==> config.mk <==
export PLATFORM = sky130hd
export DESIGN_NAME = gpio_in_conditioner
export DESIGN_NICKNAME = d
export VERILOG_FILES = /design/src/rtl/gpio_in_conditioner.sv
export SDC_FILE = /design/constraint.sdc
export NUM_CORES = 1
export LEC_CHECK = 0
export ABC_AREA = 0
export CORE_MARGIN = 2
export CORE_UTILIZATION = 55
export CTS_CLUSTER_DIAMETER = 200
export DETAILED_ROUTE_END_ITERATION = 6
export HOLD_SLACK_MARGIN = 0.05
export PLACE_DENSITY_LB_ADDON = 0.12
export SKIP_CTS_REPAIR_TIMING = 1
export SLEW_MARGIN = 20
export SYNTH_ARGS = -nofsm -noshare
export SYNTH_HDL_FRONTEND = slang
export SYNTH_SLANG_ARGS = --single-unit
==> constraint.sdc <==
create_clock -name clk_i -period 2.6 [get_ports clk_i]
set_clock_uncertainty 0.05 [all_clocks]
set_input_delay 0.39 -clock clk_i [delete_from_list [all_inputs] [get_ports clk_i]]
set_output_delay 0.39 -clock clk_i [all_outputs]
set_load 0.01 [all_outputs]
==> src/rtl/gpio_in_conditioner.sv <==
// Purpose: synchronise and debounce raw board inputs, flag edges, keep sticky per-bit events and an irq.
// Latency: a stable new pin level reaches db_o on edge DB_CYCLES+2; rise/fall pulse with it; ev_o one edge later.
// Backpressure: none; free-running input conditioner, irq_o is combinational from ev_o and ie_i.
module gpio_in_conditioner #(
  parameter int WIDTH     = 12,
  parameter int DB_CYCLES = 250000
) (
  input  logic             clk_i,
  input  logic             rst_i,
  input  logic [WIDTH-1:0] pin_i,
  input  logic [WIDTH-1:0] clr_i,
  input  logic [WIDTH-1:0] ie_i,
  output logic [WIDTH-1:0] db_o,
  output logic [WIDTH-1:0] rise_o,
  output logic [WIDTH-1:0] fall_o,
  output logic [WIDTH-1:0] ev_o,
  output logic             irq_o
);

  // Counter is wide enough to hold DB_CYCLES; the terminal count is DB_CYCLES-1
  // because the edge that reaches it is also the edge that accepts the new level.
  localparam int              CW      = (DB_CYCLES < 2) ? 1 : $clog2(DB_CYCLES + 1);
  localparam logic [CW-1:0]   CNT_MAX = CW'(DB_CYCLES - 1);

  logic [WIDTH-1:0] r_s1;
  logic [WIDTH-1:0] r_s2;
  logic [WIDTH-1:0] r_db;
  logic [WIDTH-1:0] r_rise;
  logic [WIDTH-1:0] r_fall;
  logic [WIDTH-1:0] r_ev;
  logic [CW-1:0]    r_cnt [WIDTH];

  logic [WIDTH-1:0] w_diff;
  logic [WIDTH-1:0] w_flip;

  assign w_diff = r_s2 ^ r_db;

  // Two-flop synchroniser; only r_s2 is used past this point.
  always_ff @(posedge clk_i) begin
    if (rst_i) begin
      r_s1 <= '0;
      r_s2 <= '0;
    end else begin
      r_s1 <= pin_i;
      r_s2 <= r_s1;
    end
  end

  for (genvar i = 0; i < WIDTH; i++) begin : g_bit
    assign w_flip[i] = w_diff[i] && (r_cnt[i] == CNT_MAX);

    // Per-bit stability counter: any agreement with db_o restarts the count,
    // so a short glitch leaves nothing behind.
    always_ff @(posedge clk_i) begin
      if (rst_i) begin
        r_cnt[i] <= '0;
      end else if (!w_diff[i] || w_flip[i]) begin
        r_cnt[i] <= '0;
      end else begin
        r_cnt[i] <= r_cnt[i] + CW'(1);
      end
    end
  end

  // Accept the new level and emit the matching edge pulse on the same edge.
  always_ff @(posedge clk_i) begin
    if (rst_i) begin
      r_db   <= '0;
      r_rise <= '0;
      r_fall <= '0;
    end else begin
      r_db   <= r_db ^ w_flip;
      r_rise <= w_flip & r_s2;
      r_fall <= w_flip & ~r_s2;
    end
  end

  // Sticky events: a new edge pulse overrides a coincident clear.
  always_ff @(posedge clk_i) begin
    if (rst_i) begin
      r_ev <= '0;
    end else begin
      r_ev <= (r_ev & ~clr_i) | r_rise | r_fall;
    end
  end

  assign db_o   = r_db;
  assign rise_o = r_rise;
  assign fall_o = r_fall;
  assign ev_o   = r_ev;
  assign irq_o  = |(r_ev & ie_i);

endmodule

Yosys cells after proc, flatten, opt, wreduce, memory -nomap -nowiden
Memories as Yosys holds them, arrays and structs flattened.
Cells that the tools add are included.
W data, S select, Z words.
- logic and storage cells: 200
- output and inout bits: 49
- memories kept: 1
- register bits: 72
- bits in writable memories: 216
- memory list (name ; words ; width ; rd ports ; clocked after Yosys merged registers in ; wr ports ; RTL line ; RTL):
    r_cnt ; 12 ; 18 ; 12 ; 0 ; 12 ; 31 ; logic [CW-1:0] r_cnt [WIDTH];
- bitwise gates (word level): 34
- equality and inequality tests: 12
- add/sub/neg operators: 12
- multiplexer cells: 98
- reduce and logical (&&, ||, !) cells: 37
- operators by type and width (kind ; number):
    $mux W18 ; 24
    $add A18 B1 Y18 const B ; 12
    $eq A18 B18 Y1 const B ; 12
    $mux W1 ; 74
    $and A12 B12 Y12 ; 4
    $not A12 Y12 ; 2
    $or A1 B1 Y1 ; 24
    $or A12 B12 Y12 ; 2
    $xor A12 B12 Y12 ; 2
    $logic_and A1 B1 Y1 ; 12
    $logic_not A1 Y1 ; 12
    $logic_or A1 B1 Y1 ; 12
    $reduce_or A12 Y1 ; 1

Depth between registers and ports, before layout
- word-level depth: 8
- gate-level depth with buffers: 6
- gate-level depth less buffers: 5

Least setup slack after synthesis
Ideal clock, no wire load.
- path type: register to register
- start point: mem r_cnt[2][36] (netlist bit)
- end point: mem r_cnt[2][42] (netlist bit), data pin
- clock period less this slack: 2.001 ns
- setup slack: 0.599 ns
- required time: 2.293 ns
- stages on the path, launching flop included: 7
- arrival: 1.694 ns
- path through: edfxtp_1 -> ha_1 -> clkbuf_1 -> nand3_1 -> o41ai_2 -> buf_2 -> nor2_1
- RTL lines (what ; RTL line):
    start: declaration ; 31

Worst setup path in the final report
- start point: reg r_ev[11], in the netlist ev_o[11]
- end point: out irq_o
- longest elaborated chain between the ends: 2
- RTL lines (what ; RTL line ; RTL):
    start: declaration ; 30 ; logic [WIDTH-1:0] r_ev;
    start signal: assignment ; 83 ; r_ev <= (r_ev & ~clr_i) | r_rise | r_fall;
    $and A12 B12 Y12 ; 91 ; assign irq_o = |(r_ev & ie_i);
    $reduce_or A12 Y1 ; 91 ;
    end: declaration ; 17 ; output logic irq_o
No other way between the ends.

==> metrics.log <==
[metrics] maximum resistive drop on vdd: 0.0005590 V
[metrics] Critical Path Source Type: flip-flop
[metrics] share of Yosys cell area claimed by the top area cell type: 0.4474
[metrics] area taken by flip-flops and latches: 0.007928 mm^2
[metrics] largest area contributor in the synthesized netlist: edfxtp_1
[metrics] final worst-path cycle share: 0.9661
[metrics] Mean Syn Cell Area: 10.51 um^2
[metrics] worst setup path category: flip-flop to output port
[metrics] count of routing violations after the opening detailed-route iteration: 652
[metrics] total of buffers placed on input and output ports: 86
[metrics] post-detailed-route wirelength per cell: 13.28 um
[metrics] number of global-route vias before repair: 10250
[metrics] required time reported for the critical path endpoint: 2160 ps
[metrics] crit path DAT: 2070 ps
[metrics] total global routing track utilization: 0.1992
[metrics] library cells used by synthesis: 56
[metrics] leakage power figure: 5.907 nW
[metrics] worst relative slew slack: 0.5068
[metrics] ANT cells: 0
[metrics] most repeated cell in the gate-level netlist after synthesis: nor2_1
[metrics] synthesized area: 0.01450 mm^2
[metrics] Final nets: 1751
[metrics] number of nets still failing antenna checks after routing: 0
[metrics] Die W: 166.4 um
[metrics] Vias: 10690
[metrics] top fanout value on the critical path: 3
[metrics] number of antenna violations at the first check in global routing: 0
[metrics] DIE AREA: 0.02768 mm^2
[metrics] sort of element at the end of the critical path: output port
[metrics] synth-to-layout area growth: 21.57%
[metrics] launching element of the worst setup path: ev_o[11]
[metrics] CTS tree: done
[metrics] Skew-Pair Late Insertion Delay: 540 ps
[metrics] top-level I/O count: 87
[metrics] number of cell instances on the worst register-to-register path: 5
[metrics] placeable core area: 0.02598 mm^2
[metrics] vertical die dimension: 166.4 um
[metrics] FF-to-FF End: r_cnt[0][53]
[metrics] # Max-Cap Violations: 0
[metrics] initial standard-cell utilization of the core: 0.5580
[metrics] unrepaired setup endpoints after global routing: no
[metrics] clock transition at the registers of the reported paths: 60 ps
[metrics] fraction of layout cells with a size suffix above 1: 0.06090
[metrics] Max clock buf depth: 3
[metrics] final cell area excluding filler cells: 0.01763 mm^2
[metrics] Worst Setup Slack, final: 88.11 ps
[metrics] final cell count without fillers: 2059
[metrics] CTS root buf: clkbuf_16
[metrics] worst slack, placed: 200.8 ps
[metrics] dominant cells by area after synthesis: edfxtp_1, dfxtp_1, xnor2_1
[metrics] grt total ovfl: 0
[metrics] clock sink count: 288
[metrics] number of storage elements in the synthesis netlist: 288
[metrics] Placer Congestion: 0.8246
[metrics] Post-synth EDFFs: 216
[metrics] Hold Vio Cnt, Final: 0
[metrics] crit path to: irq_o
[metrics] Worst Hold Slack: 268.4 ps
[metrics] Max H-tree Level: 1
[metrics] result of the run: finished, final reports clean
[metrics] synthesized instance count: 1379
[metrics] number of remaining DRC errors: 0
[metrics] number of clock buffers inserted by TritonCTS: 31
[metrics] final period demand of the worst path: 2512 ps
[metrics] final sum of negative setup slack: 0 ps
[metrics] multi-input combinational cell area: 0.007087 mm^2
[metrics] number of max-slew violations in the final report: 0
[metrics] Yosys Warn Count: 0
[metrics] wire length of the first global-routing pass: 47190 um
[metrics] fmax: 0.3981 GHz
[metrics] Power Density: 568.8 mW/mm^2
[metrics] measured slew at the worst slew-check pin: 731.8 ps
[metrics] internal reg-to-reg setup slack: 330 ps
[metrics] maximum number of pins on one net before global-route repair: 43
[metrics] number of rows in the core area: 59
[metrics] classification of the worst-slack hold path: input pin to flip-flop
[metrics] sequential-to-total area share from yosys stat: 0.5468
[metrics] detailed-route vias per instance: 5.191
[metrics] leading register cell type out of synthesis: edfxtp_1
[metrics] number of placed instances with taps included: 2003
[metrics] setup-violating endpoint count in the final report: 0
[metrics] leading cell types by count after synthesis: nor2_1, edfxtp_1, xnor2_1
[metrics] placed cell areas: 0.01661 mm^2
[metrics] FILL cells: 2069
[metrics] post-detail-place hpwl: 19770 um
[metrics] first-pass detailed-route iteration total: 4
[metrics] overall routed net length: 27350 um
[metrics] launch point of the worst reg-to-reg path: r_cnt[0][41]
[metrics] asr flop ratio synth: 0
-- worst min path at each step --
stage | startpoint | depth (start not counted) | end
finish | rst_i | 2 | r_s1[3]
global route | rst_i | 2 | r_s1[0]
CTS | rst_i | 2 | r_s2[8]
detailed placement | r_s1[7] | 1 | r_s2[7]
global placement | r_s1[7] | 1 | r_s2[7]
floorplan | r_s1[0] | 1 | r_s2[0]
-- cells in the final DEF (no fill, tap or decap), drive strengths merged, types with 3 or more instances in the layout --
| cell | Yosys | final |
|---|---|---|
| a221oi | 3 | 3 |
| nor2b | 30 | 30 |
| clkdlybuf4s50 | 0 | 85 |
| and2 | 6 | 6 |
| nand3 | 77 | 77 |
| nor3b | 4 | 4 |
| inv | 35 | 36 |
| xnor2 | 136 | 136 |
| mux2i | 4 | 4 |
| or2 | 3 | 3 |
| xor2 | 40 | 40 |
| buf | 17 | 25 |
| and3 | 25 | 25 |
| nand3b | 6 | 6 |
| a21oi | 42 | 42 |
| clkbuf | 19 | 44 |
| o41ai | 6 | 6 |
| conb | 1 | 216 |
| nor4 | 66 | 66 |
| nand2b | 31 | 31 |
| o31ai | 7 | 7 |
| clkinv | 0 | 8 |
| edfxtp | 216 | 216 |
| ha | 12 | 12 |
| nand4 | 69 | 69 |
| nand2 | 50 | 50 |
| a22o | 3 | 3 |
| or4 | 16 | 16 |
| nor4b | 20 | 20 |
| or3 | 21 | 21 |
| nor2 | 251 | 251 |
| and4 | 11 | 11 |
| o21ai | 32 | 32 |
| nor3 | 41 | 41 |
| dfxtp | 72 | 72 |
-- worst max-delay path: stages (launching register included) --
cell	delay (ps)
dfxtp_1	400
a22o_2	320
a221oi_1	220
nand3_1	100
clkdlybuf4s50_1	490
-- kinds of logic after synthesis --
family	share of synthesized area
flip-flops	0.5468
buffers and inverters	0.02019
XOR/XNOR	0.1063
AND/OR/NAND/NOR	0.2704
multiplexers	0.002762
AO/OA/AOI/OAI	0.04298
other	0.0002586
adder cells (fa/ha/maj)	0.01036
-- sequential cells by signal, summed over array words and instances (netlist names), named ones only --
register  flops
r_cnt       216
ev_o         12
fall_o       12
r_s1         12
r_s2         12
rise_o       12
-- final cells by class --
class,count,share of cell area
repair buffers,110,0.05963
multi-input cells,1235,0.4021
inverters,35,0.007454
clock inverters,12,0.006460
flip-flops and latches,288,0.4498
clock buffers,44,0.05083
well taps,335,0.02378
-- where the power goes --
part | internal (mW) | switching [mW]
Sequential | 5.10 | 0.190
Combinational | 0.204 | 0.223
Clock | 2.58 | 1.72
Total | 7.89 | 2.14
-- routing by layer --
metal / wire length (um) / track usage / up-vias
li1: - / - / 5465
met1: 13160 / 0.2755 / 5019
met2: 12840 / 0.3378 / 167
met3: 929 / 0.02455 / 37
met4: 419 / 0.04685 / 0
met5: 0 / 0 / -
-- stage by stage --
stage	total power, mW	util
final	10.03	0.6783
after global routing	10.40	0.6783
after CTS	10.12	0.6783
after detailed placement	5.804	0.6394
after global placement	5.788	0.6394
after floorplan	5.643	-
Note: power is estimated with default switching activity, not from simulation.
